## src/rtl/dewhiten_arbiter.sv

```systemverilog
// ============================================================================
// Module  : dewhiten_arbiter
// Purpose : Round-robin frame arbiter sharing one PN9 dewhitener between two
//           demodulator bit streams, with gap/timeout/length abort and flush.
// Revision: 1.0 - initial release
// ============================================================================
`default_nettype none

module dewhiten_arbiter #(
  parameter int START_TO  = 64,
  parameter int MAX_BYTES = 255,
  parameter int FLUSH_CYC = 2
) (
  input  logic       clk,
  input  logic       rst,
  input  logic       ch0_req,
  input  logic       ch1_req,
  input  logic       ch0_bit,
  input  logic       ch1_bit,
  input  logic       ch0_bit_valid,
  input  logic       ch1_bit_valid,
  output logic       ch0_gnt,
  output logic       ch1_gnt,
  output logic       dw_data_in,
  output logic       dw_data_in_valid,
  output logic       dw_rst_n,
  input  logic [7:0] dw_data_out,
  input  logic [1:0] dw_data_out_valid,
  input  logic       dw_fsc_end,
  output logic [7:0] byte_out,
  output logic [1:0] byte_kind,
  output logic       byte_ch,
  output logic       byte_valid,
  output logic       frame_done,
  output logic       frame_abort,
  output logic [1:0] abort_cause,
  output logic       busy
);

  localparam int TO_W = (START_TO > 1) ? $clog2(START_TO) : 1;
  localparam int FL_W = (FLUSH_CYC > 1) ? $clog2(FLUSH_CYC) : 1;

  typedef enum logic [2:0] {
    S_IDLE    = 3'd0,
    S_GRANT   = 3'd1,
    S_ACTIVE  = 3'd2,
    S_RELEASE = 3'd3,
    S_FLUSH   = 3'd4
  } state_t;

  state_t          state_q, state_d;
  logic            owner_q, owner_d;
  logic            last_q, last_d;
  logic [TO_W-1:0] to_cnt_q, to_cnt_d;
  logic [FL_W-1:0] fl_cnt_q, fl_cnt_d;
  logic [9:0]      byte_cnt_q, byte_cnt_d;
  logic            ch0_gnt_q, ch0_gnt_d, ch1_gnt_q, ch1_gnt_d;
  logic            dw_rst_n_q, dw_rst_n_d;
  logic [7:0]      byte_out_q, byte_out_d;
  logic [1:0]      byte_kind_q, byte_kind_d;
  logic            byte_ch_q, byte_ch_d;
  logic            byte_valid_q, byte_valid_d;
  logic            frame_done_q, frame_done_d;
  logic            frame_abort_q, frame_abort_d;
  logic [1:0]      abort_cause_q, abort_cause_d;
  logic            own_bit, own_valid, feeding;

  // Zero-latency bit path from the owning channel into the dewhitener.
  always_comb begin
    own_bit          = owner_q ? ch1_bit : ch0_bit;
    own_valid        = owner_q ? ch1_bit_valid : ch0_bit_valid;
    feeding          = (state_q == S_GRANT) || (state_q == S_ACTIVE);
    dw_data_in       = feeding & own_bit;
    dw_data_in_valid = feeding & own_valid;
  end

  always_comb begin
    state_d       = state_q;
    owner_d       = owner_q;
    last_d        = last_q;
    to_cnt_d      = to_cnt_q;
    fl_cnt_d      = fl_cnt_q;
    byte_cnt_d    = byte_cnt_q;
    byte_out_d    = byte_out_q;
    byte_kind_d   = byte_kind_q;
    byte_ch_d     = byte_ch_q;
    byte_valid_d  = 1'b0;
    frame_done_d  = 1'b0;
    frame_abort_d = 1'b0;
    abort_cause_d = abort_cause_q;

    case (state_q)
      S_IDLE: begin
        if (ch0_req || ch1_req) begin
          state_d    = S_GRANT;
          owner_d    = (ch0_req && ch1_req) ? ~last_q : ch1_req;
          to_cnt_d   = '0;
          byte_cnt_d = '0;
        end
      end
      S_GRANT: begin
        if (own_valid) begin
          state_d = S_ACTIVE;
        end else if (to_cnt_q == TO_W'(START_TO - 1)) begin
          state_d       = S_FLUSH;
          fl_cnt_d      = '0;
          frame_abort_d = 1'b1;
          abort_cause_d = 2'd1;
        end else begin
          to_cnt_d = to_cnt_q + TO_W'(1);
        end
      end
      S_ACTIVE: begin
        if (dw_data_out_valid != 2'd0) begin
          byte_valid_d = 1'b1;
          byte_out_d   = dw_data_out;
          byte_kind_d  = dw_data_out_valid;
          byte_ch_d    = owner_q;
          if (byte_cnt_q != 10'h3FF) byte_cnt_d = byte_cnt_q + 10'd1;
        end
        // End of frame wins over gap and length in the same cycle.
        if (dw_fsc_end) begin
          state_d      = S_RELEASE;
          frame_done_d = 1'b1;
        end else if (!own_valid) begin
          state_d       = S_FLUSH;
          fl_cnt_d      = '0;
          frame_abort_d = 1'b1;
          abort_cause_d = 2'd2;
        end else if (byte_cnt_q >= 10'(MAX_BYTES)) begin
          state_d       = S_FLUSH;
          fl_cnt_d      = '0;
          frame_abort_d = 1'b1;
          abort_cause_d = 2'd3;
        end
      end
      S_RELEASE: begin
        last_d  = owner_q;
        state_d = S_IDLE;
      end
      S_FLUSH: begin
        if (fl_cnt_q == FL_W'(FLUSH_CYC - 1)) begin
          last_d  = owner_q;
          state_d = S_IDLE;
        end else begin
          fl_cnt_d = fl_cnt_q + FL_W'(1);
        end
      end
      default: state_d = S_IDLE;
    endcase

    ch0_gnt_d  = !owner_d && ((state_d == S_GRANT) || (state_d == S_ACTIVE));
    ch1_gnt_d  = owner_d && ((state_d == S_GRANT) || (state_d == S_ACTIVE));
    dw_rst_n_d = (state_d != S_FLUSH);
  end

  always_ff @(posedge clk) begin
    if (rst) begin
      state_q       <= S_IDLE;
      owner_q       <= 1'b0;
      last_q        <= 1'b1;
      to_cnt_q      <= '0;
      fl_cnt_q      <= '0;
      byte_cnt_q    <= '0;
      ch0_gnt_q     <= 1'b0;
      ch1_gnt_q     <= 1'b0;
      dw_rst_n_q    <= 1'b0;
      byte_out_q    <= '0;
      byte_kind_q   <= '0;
      byte_ch_q     <= 1'b0;
      byte_valid_q  <= 1'b0;
      frame_done_q  <= 1'b0;
      frame_abort_q <= 1'b0;
      abort_cause_q <= '0;
    end else begin
      state_q       <= state_d;
      owner_q       <= owner_d;
      last_q        <= last_d;
      to_cnt_q      <= to_cnt_d;
      fl_cnt_q      <= fl_cnt_d;
      byte_cnt_q    <= byte_cnt_d;
      ch0_gnt_q     <= ch0_gnt_d;
      ch1_gnt_q     <= ch1_gnt_d;
      dw_rst_n_q    <= dw_rst_n_d;
      byte_out_q    <= byte_out_d;
      byte_kind_q   <= byte_kind_d;
      byte_ch_q     <= byte_ch_d;
      byte_valid_q  <= byte_valid_d;
      frame_done_q  <= frame_done_d;
      frame_abort_q <= frame_abort_d;
      abort_cause_q <= abort_cause_d;
    end
  end

  assign ch0_gnt     = ch0_gnt_q;
  assign ch1_gnt     = ch1_gnt_q;
  assign dw_rst_n    = dw_rst_n_q;
  assign byte_out    = byte_out_q;
  assign byte_kind   = byte_kind_q;
  assign byte_ch     = byte_ch_q;
  assign byte_valid  = byte_valid_q;
  assign frame_done  = frame_done_q;
  assign frame_abort = frame_abort_q;
  assign abort_cause = abort_cause_q;
  assign busy        = (state_q != S_IDLE);

endmodule

`default_nettype wire

```

## config.mk

```make
export PLATFORM = sky130hd
export DESIGN_NAME = dewhiten_arbiter
export DESIGN_NICKNAME = d
export VERILOG_FILES = /design/src/rtl/dewhiten_arbiter.sv
export SDC_FILE = /design/constraint.sdc
export NUM_CORES = 1
export LEC_CHECK = 0
export BUFFER_PORTS_ARGS = -buffer_cell sky130_fd_sc_hd__buf_2
export CAP_MARGIN = 40
export CORE_MARGIN = 8
export CORE_UTILIZATION = 54
export DETAILED_ROUTE_END_ITERATION = 10
export PLACE_DENSITY = 0.83
export SLEW_MARGIN = 20
export SYNTH_ARGS = -nofsm -noshare
export SYNTH_HDL_FRONTEND = slang
export SYNTH_SLANG_ARGS = --single-unit
```

## constraint.sdc

```tcl
create_clock -name clk -period 2.9 [get_ports clk]
set_input_delay 0.29 -clock clk [delete_from_list [all_inputs] [get_ports clk]]
set_output_delay 0.29 -clock clk [all_outputs]
set_load 0.01 [all_outputs]
```

==> results of run 1 <==
## cell families after synthesis
family	count (synthesis)
compound gates	45
flops	41
mux	7
buf+inv	11
xor+xnor	4
fa+ha+maj	2
simple gates	104
## sequential cells by signal (all words and copies together), names as in the netlist
| register | count |
|---|---|
| byte_cnt_q | 10 |
| byte_out | 8 |
| to_cnt_q | 6 |
| state_q | 3 |
| abort_cause | 2 |
| byte_kind | 2 |
| byte_ch | 1 |
| byte_valid | 1 |
| ch0_gnt | 1 |
| ch1_gnt | 1 |
| dw_rst_n | 1 |
| fl_cnt_q | 1 |
| frame_abort | 1 |
| frame_done | 1 |
| last_q | 1 |
| owner_q | 1 |
## per-layer routing
metal,up-vias,track usage,share of wire
met5,-,0,0
met3,6,0.05048,0.076
li1,839,-,-
met2,46,0.2520,0.46
met1,724,0.1798,0.45
met4,0,0.05322,0.015
## worst register-to-register path, cell delays in order (launching register included)
cell                      delay (ns)
sky130_fd_sc_hd__dfxtp_1        0.48
sky130_fd_sc_hd__nor3b_4        0.41
sky130_fd_sc_hd__o21ai_2        0.27
sky130_fd_sc_hd__a211o_1        0.44
sky130_fd_sc_hd__or4_1          0.41
sky130_fd_sc_hd__a21oi_1        0.14
## stage by stage
step | util | total power (µW) | hold slack, ns | cells
2_1_floorplan | - | 765.9 | 0.4260 | 214
3_5_place_dp | 0.6202 | 833.5 | 0.4470 | 293
3_3_place_gp | 0.6202 | 829.8 | 0.4391 | 293
6_report | 0.6359 | 1094 | 0.1662 | 301
4_1_cts | 0.6359 | 1100 | 0.1629 | 301
5_1_grt | 0.6359 | 1160 | 0.1530 | 301
## cells in the mapped netlist (all sizes together)
library cell  instances
nand4                 3
o31ai                 1
o21bai                1
a32oi                 1
nand2b                2
and3                  3
nor2                 21
clkbuf                5
nor4                  2
nand3b                1
inv                   4
a211oi                3
or4                   3
nand3                10
a31oi                 3
o21a                  2
or3b                  1
and2b                 1
nor4b                 1
nand2                40
or2                   1
a2111oi               2
ha                    2
nor3b                 2
dfxtp                41
o2bb2ai               1
mux2i                 6
mux2                  1
nor3                  7
or3                   2
xor2                  4
and2                  3
a21oi                18
o211a                 1
o21ai                 8
nor2b                 1
buf                   2
o211ai                1
a22oi                 1
a211o                 2
## power by group through the flow
| stage | logic [µW] | clock network (µW) | registers (µW) |
|---|---|---|---|
| after global placement | 204 | 0 | 625 |
| after CTS | 208 | 279 | 614 |
| final | 207 | 273 | 614 |
| after global routing | 233 | 307 | 619 |
| after floorplan | 143 | 0 | 623 |
| after detailed placement | 207 | 0 | 627 |
## area by class of cell
cell class,count,area share
repair buffers,40,0.09662
clock buffers,6,0.01993
clock inverters,2,0.004831
inverters,4,0.007246
multi-input cells,162,0.4475
flip-flops and latches,41,0.3961
well taps,46,0.02778
## cell usage in the layout, fill, tap and decap left out, drive strengths merged, types with 4 or more instances in the layout
cell type and n:
a21oi 18, buf 40, clkbuf 6, dfxtp 41, inv 4, mux2i 6, nand2 40, nand3 10
nor2 21, nor3 7, o21ai 8, xor2 4
## worst min path at each step
stage | start | to | slack, ns | cells after the start
floorplan | dw_data_out[0] | byte_out[0] | 0.43 | 2
global placement | byte_out[6] | byte_out[6] | 0.44 | 2
detailed placement | byte_out[2] | byte_out[2] | 0.45 | 2
CTS | dw_data_out[2] | byte_out[2] | 0.16 | 3
global route | dw_data_out[5] | byte_out[5] | 0.15 | 3
finish | dw_data_out[5] | byte_out[5] | 0.17 | 3
==> flow_results.xml, run 1 <==
<?xml version="1.0" encoding="UTF-8"?>
<metrics>
  <group name="run_status">
    <metric name="status" unit="">complete, no violations</metric>
  </group>
  <group name="pwr">
    <metric name="seq_power_share" unit="">0.561</metric>
    <metric name="power_density" unit="mW/mm²">528.0</metric>
    <metric name="power_leakage" unit="µW">0.0008437</metric>
    <metric name="max-vdd-ir-drop" unit="V">0.0001822</metric>
    <metric name="power_frac_clock" unit="">0.250</metric>
    <metric name="p_switching" unit="µW">331.8</metric>
    <metric name="cell_internal_pwr" unit="µW">762.2</metric>
    <metric name="combinational_share_of_power" unit="">0.189</metric>
    <metric name="sw_frac_of_total" unit="">0.3033</metric>
  </group>
  <group name="routing">
    <metric name="dr_pass1_iterations" unit="">4</metric>
    <metric name="remaining_drc_errors" unit="">0</metric>
    <metric name="routedWlPerCell" unit="µm">13.03</metric>
    <metric name="detailroute.via_count" unit="">1615</metric>
    <metric name="drt-total-wl" unit="mm">3.922</metric>
    <metric name="first_iter_violations" unit="">102</metric>
    <metric name="routed_via_density" unit="">5.365</metric>
    <metric name="detail-route-antenna-nets" unit="">0</metric>
  </group>
  <group name="placed_design">
    <metric name="detailed_place.area" unit="mm²">0.002021</metric>
    <metric name="gp_congestion" unit="">0.8214</metric>
    <metric name="worst_slack_after_detailed_placement" unit="ns">0.7158</metric>
    <metric name="hpwlAfterDp" unit="mm">2.928</metric>
    <metric name="io_buffers" unit="">40</metric>
  </group>
  <group name="cells_and_area">
    <metric name="post_route_cells_drive_above_1_share" unit="">0.2118</metric>
    <metric name="final_nets" unit="">275</metric>
    <metric name="area_of_the_multi_input_gates" unit="µm²">927.1</metric>
    <metric name="final_non_filler_cell_area" unit="mm²">0.002072</metric>
    <metric name="num_antenna_cells" unit="">0</metric>
    <metric name="fill_cells" unit="">307</metric>
    <metric name="area.growth.synth_to_final" unit="%">15.64</metric>
    <metric name="storage_element_area" unit="µm²">820.8</metric>
  </group>
  <group name="timing">
    <metric name="setup_viol" unit="">0</metric>
    <metric name="final_hold_viol_count" unit="">0</metric>
    <metric name="post-route-period-util" unit="">0.7630</metric>
    <metric name="clock-skew-final" unit="ns">0.003434</metric>
    <metric name="max_clock_freq" unit="MHz">451.9</metric>
    <metric name="layout_setup_ws" unit="ns">0.6872</metric>
    <metric name="worst_pin_slew" unit="ns">0.6924</metric>
    <metric name="max-slew-margin-rel" unit="">0.5341</metric>
    <metric name="timing.final.crit_period" unit="ns">2.213</metric>
    <metric name="grt_setup_unrepaired" unit="">no</metric>
    <metric name="report.final.slew_viol_count" unit="">0</metric>
    <metric name="timing.setup.tns" unit="ns">0</metric>
  </group>
  <group name="worst_setup_path">
    <metric name="critPathSlowestCell" unit="">sky130_fd_sc_hd__dfxtp_1</metric>
    <metric name="cp_top_family" unit="">compound AO/OA/AOI/OAI gates</metric>
    <metric name="timing.critical_path.from_type" unit="">register</metric>
    <metric name="cp_data_arrival_time" unit="ns">2.50</metric>
    <metric name="crit-reg2reg-launch" unit="">state_q[1]</metric>
    <metric name="cp_cell_sequence" unit="">nor3b_4, o21ai_2, a211o_1, or4_1, a21oi_1</metric>
    <metric name="crit_cells" unit="">5</metric>
    <metric name="path_buf_inv" unit="">0</metric>
    <metric name="crit_path_from" unit="">state_q[1]</metric>
    <metric name="worstPathRequired" unit="ns">3.18</metric>
    <metric name="worst_setup_path_end_kind" unit="">register</metric>
    <metric name="crit-reg2reg-capture" unit="">byte_cnt_q[9]</metric>
    <metric name="reg2regPathDepth" unit="">5</metric>
    <metric name="timing.reg2reg.setup_slack" unit="ns">0.69</metric>
    <metric name="setup.worst_path.end" unit="">byte_cnt_q[9]</metric>
    <metric name="critical_path_peak_fanout" unit="">15</metric>
    <metric name="max_stage_delay" unit="ns">0.48</metric>
    <metric name="critPathKind" unit="">reg2reg</metric>
  </group>
  <group name="logic_synthesis">
    <metric name="synth_cell_types" unit="">44</metric>
    <metric name="syn_area_per_cell" unit="µm²">8.373</metric>
    <metric name="synth_adder_area_share" unit="">0.01397</metric>
    <metric name="synth_top_cell_by_area" unit="">sky130_fd_sc_hd__dfxtp_1</metric>
    <metric name="synth-compound-area-share" unit="">0.1613</metric>
    <metric name="synth.top_cell.area_share" unit="">0.4581</metric>
    <metric name="synth_top_family_by_area" unit="">simple AND/OR/NAND/NOR gates</metric>
    <metric name="synthesis.nets" unit="">235</metric>
    <metric name="yosys_register_bits" unit="">41</metric>
    <metric name="synth-simple-area-share" unit="">0.2828</metric>
    <metric name="post_synth_xor_area_fraction" unit="">0.01955</metric>
    <metric name="ys.warnings.count" unit="">0</metric>
    <metric name="synth-seq-area-share" unit="">0.4581</metric>
    <metric name="syn-instance-count" unit="">214</metric>
    <metric name="multiplexer_area_fraction_after_synthesis" unit="">0.03980</metric>
    <metric name="mappedNetlistArea" unit="mm²">0.001792</metric>
    <metric name="synth.top_cells.by_area" unit="">sky130_fd_sc_hd__dfxtp_1 (46%), sky130_fd_sc_hd__nand2_1 (8.4%), sky130_fd_sc_hd__a21oi_1 (5.0%)</metric>
  </group>
  <group name="floorplan">
    <metric name="fp-row-count" unit="">21</metric>
    <metric name="die_w" unit="µm">73.60</metric>
    <metric name="dieArea" unit="mm²">0.005417</metric>
    <metric name="initial_core_utilization" unit="">0.5499</metric>
    <metric name="die_height" unit="µm">73.60</metric>
    <metric name="core-area" unit="mm²">0.003258</metric>
    <metric name="boundaryPins" unit="">41</metric>
  </group>
  <group name="cts">
    <metric name="cts_htree_levels" unit="">2</metric>
    <metric name="worst_skew_pair.late_latency" unit="ns">0.35</metric>
    <metric name="path_clk_slew" unit="ns">0.12</metric>
    <metric name="clock-root-buffer" unit="">sky130_fd_sc_hd__clkbuf_4</metric>
    <metric name="numCtsBuffers" unit="">5</metric>
    <metric name="post_cts_buffers" unit="">0</metric>
    <metric name="cts_resized" unit="">0</metric>
    <metric name="clock-sinks" unit="">41</metric>
    <metric name="cts_tree" unit="">done</metric>
    <metric name="cts-root-to-sink-buffers" unit="">2</metric>
    <metric name="postCtsHoldBufs" unit="">0</metric>
  </group>
  <group name="run">
    <metric name="cap_violations" unit="">0</metric>
  </group>
  <group name="global_routing">
    <metric name="grt_antenna_before_repair" unit="">0</metric>
    <metric name="global_route_wire_length_before_repair" unit="mm">6.548</metric>
    <metric name="globalRouteOverflowTotal" unit="">0</metric>
    <metric name="grt_pass1_vias" unit="">1492</metric>
    <metric name="grt_start_max_net_pins" unit="">28</metric>
    <metric name="groute.usage.overall" unit="">0.1530</metric>
  </group>
  <group name="min_path">
    <metric name="min-delay-path-class" unit="">in2reg</metric>
  </group>
</metrics>
No activity file was read; power rests on OpenSTA's default activity.
==> run 2, diff against run 1 <==
--- a/config.mk
+++ b/config.mk
@@ -8,9 +8,9 @@
 export BUFFER_PORTS_ARGS = -buffer_cell sky130_fd_sc_hd__buf_2
 export CAP_MARGIN = 40
 export CORE_MARGIN = 8
-export CORE_UTILIZATION = 54
+export CORE_UTILIZATION = 53
 export DETAILED_ROUTE_END_ITERATION = 10
-export PLACE_DENSITY = 0.83
+export PLACE_DENSITY = 0.82
 export SLEW_MARGIN = 20
 export SYNTH_ARGS = -nofsm -noshare
 export SYNTH_HDL_FRONTEND = slang
==> constraint.sdc (replaced) <==
create_clock -name clk -period 2.1 [get_ports clk]
set_input_delay 0.21 -clock clk [delete_from_list [all_inputs] [get_ports clk]]
set_output_delay 0.21 -clock clk [all_outputs]
set_load 0.01 [all_outputs]
==> run 2 against run 1 <==
Compared with the run above: sequential share of layout area shrank 1.8 points; cell count grew 4.3%; clock skew grew 0.0042 ns; largest cell class unchanged; critical path type unchanged; combinational power grew 67%; setup slack lost 0.49 ns; worst hold slack lost 0.081 ns; count of clock-buffer cells in the layout is the same; clock power grew 35%; sequential power grew 37%.
==> flow_results.xml, run 2 (synthesis gave the netlist of run 1 again) <==
<?xml version="1.0" encoding="UTF-8"?>
<metrics>
  <group name="cells_and_area">
    <metric name="layout_commonest_cell" unit="">sky130_fd_sc_hd__dfxtp_1</metric>
    <metric name="num_antenna_cells" unit="">0</metric>
    <metric name="area.growth.synth_to_final" unit="%">21.09</metric>
    <metric name="final_nets" unit="">288</metric>
    <metric name="post_route_cells_drive_above_1_share" unit="">0.2500</metric>
    <metric name="largest_register" unit="">byte_cnt_q</metric>
    <metric name="post-route-util" unit="">0.6606</metric>
    <metric name="final_non_filler_cell_area" unit="mm²">0.002170</metric>
    <metric name="fill_cells" unit="">271</metric>
    <metric name="largest_register_ffs" unit="">10</metric>
    <metric name="final_cell_mix" unit="">sky130_fd_sc_hd__dfxtp_1 (41), sky130_fd_sc_hd__nand2_1 (40), sky130_fd_sc_hd__buf_2 (40)</metric>
  </group>
  <group name="routing">
    <metric name="routedWlPerCell" unit="µm">12.57</metric>
    <metric name="first_iter_violations" unit="">161</metric>
    <metric name="detailroute.via_count" unit="">1669</metric>
    <metric name="routed_via_density" unit="">5.315</metric>
    <metric name="drt-total-wl" unit="mm">3.946</metric>
    <metric name="detail-route-antenna-nets" unit="">0</metric>
    <metric name="remaining_drc_errors" unit="">0</metric>
    <metric name="dr_pass1_iterations" unit="">4</metric>
  </group>
  <group name="cts">
    <metric name="cts_tree" unit="">done</metric>
    <metric name="postCtsHoldBufs" unit="">0</metric>
    <metric name="clock-sinks" unit="">41</metric>
    <metric name="cts_htree_levels" unit="">2</metric>
    <metric name="worst_skew_pair.late_latency" unit="ns">0.35</metric>
    <metric name="post_cts_buffers" unit="">0</metric>
    <metric name="cts-root-to-sink-buffers" unit="">2</metric>
    <metric name="clock-root-buffer" unit="">sky130_fd_sc_hd__clkbuf_4</metric>
    <metric name="cts_resized" unit="">0</metric>
    <metric name="numCtsBuffers" unit="">5</metric>
    <metric name="path_clk_slew" unit="ns">0.11</metric>
  </group>
  <group name="floorplan">
    <metric name="fp-row-count" unit="">21</metric>
    <metric name="boundaryPins" unit="">41</metric>
    <metric name="core-area" unit="mm²">0.003284</metric>
    <metric name="die_height" unit="µm">74.14</metric>
    <metric name="die_w" unit="µm">74.14</metric>
    <metric name="initial_core_utilization" unit="">0.5455</metric>
    <metric name="dieArea" unit="mm²">0.005497</metric>
  </group>
  <group name="timing">
    <metric name="post-route-period-util" unit="">0.9068</metric>
    <metric name="report.final.slew_viol_count" unit="">0</metric>
    <metric name="worst_pin_slew" unit="ns">0.5813</metric>
    <metric name="finalHoldWorstSlack" unit="ns">0.08521</metric>
    <metric name="grt_setup_unrepaired" unit="">no</metric>
    <metric name="timing.final.crit_period" unit="ns">1.904</metric>
    <metric name="timing.setup.tns" unit="ns">0</metric>
    <metric name="clock-skew-final" unit="ns">0.007655</metric>
    <metric name="max_clock_freq" unit="MHz">525.2</metric>
    <metric name="final_hold_viol_count" unit="">0</metric>
    <metric name="setup_viol" unit="">0</metric>
    <metric name="max-slew-margin-rel" unit="">0.6111</metric>
  </group>
  <group name="worst_setup_path">
    <metric name="timing.critical_path.from_type" unit="">register</metric>
    <metric name="worstPathRequired" unit="ns">2.39</metric>
    <metric name="max_stage_delay" unit="ns">0.50</metric>
    <metric name="critical_path_peak_fanout" unit="">8</metric>
    <metric name="critPathKind" unit="">reg2reg</metric>
    <metric name="critPathSlowestCell" unit="">sky130_fd_sc_hd__dfxtp_1</metric>
    <metric name="worst_setup_path_end_kind" unit="">register</metric>
    <metric name="cp_data_arrival_time" unit="ns">2.19</metric>
    <metric name="reg2regPathDepth" unit="">5</metric>
    <metric name="cp_cell_sequence" unit="">nor3b_4, o21ai_2, a211o_1, or4_1, a21oi_1</metric>
    <metric name="timing.reg2reg.setup_slack" unit="ns">0.20</metric>
  </group>
  <group name="global_routing">
    <metric name="grt_pass1_vias" unit="">1582</metric>
    <metric name="global_route_wire_length_before_repair" unit="mm">6.720</metric>
    <metric name="grt_start_max_net_pins" unit="">27</metric>
    <metric name="globalRouteOverflowTotal" unit="">0</metric>
    <metric name="grt_antenna_before_repair" unit="">0</metric>
    <metric name="groute.usage.overall" unit="">0.1536</metric>
  </group>
  <group name="pwr">
    <metric name="fin_total_pwr" unit="µW">1555</metric>
    <metric name="max-vdd-ir-drop" unit="V">0.0003764</metric>
    <metric name="power_leakage" unit="µW">0.0009052</metric>
    <metric name="power_density" unit="mW/mm²">716.8</metric>
  </group>
  <group name="run_status">
    <metric name="status" unit="">complete, no violations</metric>
  </group>
  <group name="min_path">
    <metric name="worstHoldPathCells" unit="">3</metric>
    <metric name="min-delay-path-class" unit="">in2reg</metric>
  </group>
  <group name="placed_design">
    <metric name="hpwlAfterDp" unit="mm">2.917</metric>
    <metric name="detailed_place.area" unit="mm²">0.002118</metric>
    <metric name="gp_congestion" unit="">0.8370</metric>
    <metric name="io_buffers" unit="">40</metric>
  </group>
  <group name="run">
    <metric name="cap_violations" unit="">0</metric>
  </group>
</metrics>
run 2: cell types whose count changed in the layout (fill, tap and decap cells not counted):
cell,delta
sky130_fd_sc_hd__buf_4,+13
run 2: area by class of cell:
class | instances | area (µm²) | share of cell area
Sequential cell | 41 | 820.8 | 0.3783
Clock buffer | 6 | 41.29 | 0.01903
Timing Repair Buffer | 53 | 297.8 | 0.1373
Inverter | 4 | 15.01 | 0.006920
Clock inverter | 2 | 10.01 | 0.004614
Tap cell | 46 | 57.56 | 0.02653
Multi-Input combinational cell | 162 | 927.1 | 0.4273
run 2: final timing paths:
path | endpoint | startpoint
setup / recovery | byte_cnt_q[9] | state_q[1]
hold / removal | byte_out[2] | dw_data_out[2]
setup reg to reg | byte_cnt_q[9] | state_q[1]
hold reg to reg | byte_out[5] | byte_out[5]
run 2: power by group:
group | internal (µW) | switching, µW | leakage, µW
Combinational | 152 | 193 | 0.000541
Sequential | 815 | 26.6 | 0.000332
Clock | 128 | 241 | 0.0000320
Total | 1090 | 460 | 0.000905
run 2: per-layer routing:
layer,up-vias,GRT usage,share of wire
met1,761,0.1843,0.47
met3,8,0.04582,0.065
li1,860,-,-
met2,40,0.2451,0.45
met5,-,0,0
met4,0,0.07095,0.017
run 2: worst max-delay path: cells and delay by family (launching register included):
family / cells / cell delay [ns]
flops: 1 / 0.50
simple gates: 2 / 0.72
compound gates: 3 / 0.64
run 2: metrics by stage:
step	cells	setup WS (ns)
final	314	0.1958
after CTS	314	0.2056
after detailed placement	306	0.2378
after global routing	314	0.05373
after floorplan	214	0.2028
after global placement	306	0.2825
==> run 3, diff against run 2 <==
==> constraint.sdc (replaced) <==
create_clock -name clk -period 1.9 [get_ports clk]
set_input_delay 0.19 -clock clk [delete_from_list [all_inputs] [get_ports clk]]
set_output_delay 0.19 -clock clk [all_outputs]
set_load 0.01 [all_outputs]
==> run 3 against run 2 <==
Compared with the run above: design area increased by 2.7%; first-iteration DRC count decreased by 29%; non-clock buffer count grew 3; setup slack worse by 0.12 ns; highest routed layer unchanged; critical path depth is 1 higher.
==> flow_results.xml, run 3 (synthesis gave the netlist of run 1 again) <==
<?xml version="1.0" encoding="UTF-8"?>
<metrics>
  <group name="run_status">
    <metric name="status" unit="">complete, no violations</metric>
  </group>
  <group name="cts">
    <metric name="numCtsBuffers" unit="">5</metric>
    <metric name="cts_htree_levels" unit="">2</metric>
    <metric name="postCtsHoldBufs" unit="">0</metric>
    <metric name="cts_tree" unit="">done</metric>
    <metric name="post_cts_buffers" unit="">0</metric>
    <metric name="path_clk_slew" unit="ns">0.12</metric>
    <metric name="worst_skew_pair.late_latency" unit="ns">0.35</metric>
    <metric name="cts-root-to-sink-buffers" unit="">2</metric>
    <metric name="clock-sinks" unit="">41</metric>
    <metric name="clock-root-buffer" unit="">sky130_fd_sc_hd__clkbuf_4</metric>
  </group>
  <group name="pwr">
    <metric name="max-vdd-ir-drop" unit="V">0.0003573</metric>
    <metric name="power_density" unit="mW/mm²">795.7</metric>
    <metric name="fin_total_pwr" unit="µW">1772</metric>
    <metric name="power_leakage" unit="µW">0.0009271</metric>
  </group>
  <group name="min_path">
    <metric name="holdCritStartpoint" unit="">rst</metric>
    <metric name="hold_end" unit="">dw_rst_n</metric>
    <metric name="min-delay-path-class" unit="">in2reg</metric>
    <metric name="worstHoldPathCells" unit="">2</metric>
  </group>
  <group name="cells_and_area">
    <metric name="fill_cells" unit="">261</metric>
    <metric name="final_cell_mix" unit="">sky130_fd_sc_hd__nand2_1 (40), sky130_fd_sc_hd__buf_2 (40), sky130_fd_sc_hd__dfxtp_1 (38)</metric>
    <metric name="largest_register_ffs" unit="">10</metric>
    <metric name="final_nets" unit="">291</metric>
    <metric name="largest_register" unit="">byte_cnt_q</metric>
    <metric name="num_antenna_cells" unit="">0</metric>
    <metric name="post_route_cells_drive_above_1_share" unit="">0.2915</metric>
    <metric name="post-route-util" unit="">0.6781</metric>
    <metric name="final_non_filler_cell_area" unit="mm²">0.002227</metric>
    <metric name="area.growth.synth_to_final" unit="%">24.30</metric>
  </group>
  <group name="timing">
    <metric name="post-route-period-util" unit="">0.9578</metric>
    <metric name="max_clock_freq" unit="MHz">549.5</metric>
    <metric name="worst_pin_slew" unit="ns">0.5429</metric>
    <metric name="final_hold_viol_count" unit="">0</metric>
    <metric name="setup_viol" unit="">0</metric>
    <metric name="finalHoldWorstSlack" unit="ns">0.01776</metric>
    <metric name="max-slew-margin-rel" unit="">0.6330</metric>
    <metric name="grt_setup_unrepaired" unit="">yes</metric>
    <metric name="report.final.slew_viol_count" unit="">0</metric>
    <metric name="timing.final.crit_period" unit="ns">1.820</metric>
    <metric name="clock-skew-final" unit="ns">0.006237</metric>
  </group>
  <group name="routing">
    <metric name="detailroute.via_count" unit="">1741</metric>
    <metric name="routedWlPerCell" unit="µm">13.79</metric>
    <metric name="first_iter_violations" unit="">115</metric>
    <metric name="drt-total-wl" unit="mm">4.370</metric>
    <metric name="remaining_drc_errors" unit="">0</metric>
    <metric name="routed_via_density" unit="">5.492</metric>
    <metric name="detail-route-antenna-nets" unit="">0</metric>
    <metric name="dr_pass1_iterations" unit="">4</metric>
  </group>
  <group name="worst_setup_path">
    <metric name="worstPathRequired" unit="ns">2.14</metric>
    <metric name="cp_data_arrival_time" unit="ns">2.06</metric>
    <metric name="timing.critical_path.from_type" unit="">register</metric>
    <metric name="timing.reg2reg.setup_slack" unit="ns">0.08</metric>
    <metric name="cp_cell_sequence" unit="">nand3_1, nor3_2, nor4_2, a2111oi_2, buf_4, o21ai_0</metric>
    <metric name="critPathKind" unit="">reg2reg</metric>
    <metric name="reg2regPathDepth" unit="">6</metric>
    <metric name="crit-reg2reg-capture" unit="">abort_cause[1]</metric>
    <metric name="critPathSlowestCell" unit="">sky130_fd_sc_hd__dfxtp_1</metric>
    <metric name="crit-reg2reg-launch" unit="">byte_cnt_q[3]</metric>
    <metric name="worst_setup_path_end_kind" unit="">register</metric>
    <metric name="path_buf_inv" unit="">1</metric>
    <metric name="max_stage_delay" unit="ns">0.42</metric>
    <metric name="cp_top_family" unit="">simple AND/OR/NAND/NOR gates</metric>
    <metric name="critical_path_peak_fanout" unit="">6</metric>
  </group>
  <group name="floorplan">
    <metric name="die_w" unit="µm">74.14</metric>
    <metric name="dieArea" unit="mm²">0.005497</metric>
    <metric name="core-area" unit="mm²">0.003284</metric>
    <metric name="die_height" unit="µm">74.14</metric>
    <metric name="boundaryPins" unit="">41</metric>
    <metric name="initial_core_utilization" unit="">0.5455</metric>
    <metric name="fp-row-count" unit="">21</metric>
  </group>
  <group name="placed_design">
    <metric name="detailed_place.area" unit="mm²">0.002141</metric>
    <metric name="hpwlAfterDp" unit="mm">3.247</metric>
    <metric name="gp_congestion" unit="">0.8717</metric>
    <metric name="io_buffers" unit="">40</metric>
  </group>
  <group name="global_routing">
    <metric name="grt_pass1_vias" unit="">1658</metric>
    <metric name="groute.usage.overall" unit="">0.1664</metric>
    <metric name="grt_start_max_net_pins" unit="">26</metric>
    <metric name="grt_antenna_before_repair" unit="">0</metric>
    <metric name="globalRouteOverflowTotal" unit="">0</metric>
    <metric name="global_route_wire_length_before_repair" unit="mm">7.141</metric>
  </group>
  <group name="run">
    <metric name="cap_violations" unit="">0</metric>
  </group>
</metrics>
==> run 3: cell types whose count changed in the layout (fill, tap and decap cells not counted), sizes merged <==
cell | before | now
buf | 53 | 56
clkinvlp | 0 | 1
clkbuf | 6 | 5
==> run 3: cell type report <==
class | instances | area [µm²] | area share
clock inverter | 3 | 17.52 | 0.007865
clock buffer | 5 | 37.54 | 0.01685
inverter | 4 | 15.01 | 0.006742
timing repair buffer | 56 | 320.3 | 0.1438
sequential | 41 | 824.5 | 0.3702
tap | 46 | 57.56 | 0.02584
multi-input combinational | 162 | 954.7 | 0.4287
==> run 3: report_power, final <==
group          internal, µW  switching [µW]
clock                   140             284
combinational           184             231
sequential              903            30.8
total                  1230             546
==> run 3: what timing repair did <==
item,4_1_cts,5_1_grt
cloned,0,0
gates resized for setup,0,8
pin swaps,0,0
setup endpoints to repair,2,10
==> run 3: routing by layer <==
| metal | wire length [µm] | track usage | part of all wire |
|---|---|---|---|
| met1 | 1835 | 0.1924 | 0.42 |
| met2 | 2075 | 0.2744 | 0.47 |
| met3 | 365 | 0.04582 | 0.084 |
| met4 | 94 | 0.08426 | 0.022 |
| met5 | 0 | 0 | 0 |
==> run 3: worst max path at each step <==
stage	startpoint	end	slack [ns]	cells past startpoint
after floorplan	state_q[0]	to_cnt_q[5]	0.003	6
after global placement	state_q[0]	ch0_gnt	0.06	5
after detailed placement	state_q[0]	ch1_gnt	-0.0004	5
after CTS	state_q[0]	ch1_gnt	-0.02	5
after global routing	byte_cnt_q[3]	byte_cnt_q[7]	-0.03	5
final	byte_cnt_q[3]	abort_cause[1]	0.08	6
==> run 3: through the flow <==
| step | setup WS (ns) | setup TNS (ns) | std cells |
|---|---|---|---|
| finish | 0.08012 | 0 | 317 |
| global route | -0.02828 | -0.04545 | 317 |
| CTS | -0.01834 | -0.03075 | 317 |
| detailed placement | -0.0004091 | -0.0004091 | 309 |
| global placement | 0.06184 | 0 | 309 |
| floorplan | 0.002776 | 0 | 214 |
==> run 3: worst register-to-register path, stage by stage, from the launching register on <==
cell                        delay (ns)
sky130_fd_sc_hd__dfxtp_1          0.42
sky130_fd_sc_hd__nand3_1          0.23
sky130_fd_sc_hd__nor3_2           0.28
sky130_fd_sc_hd__nor4_2           0.10
sky130_fd_sc_hd__a2111oi_2        0.40
sky130_fd_sc_hd__buf_4            0.20
sky130_fd_sc_hd__o21ai_0          0.09
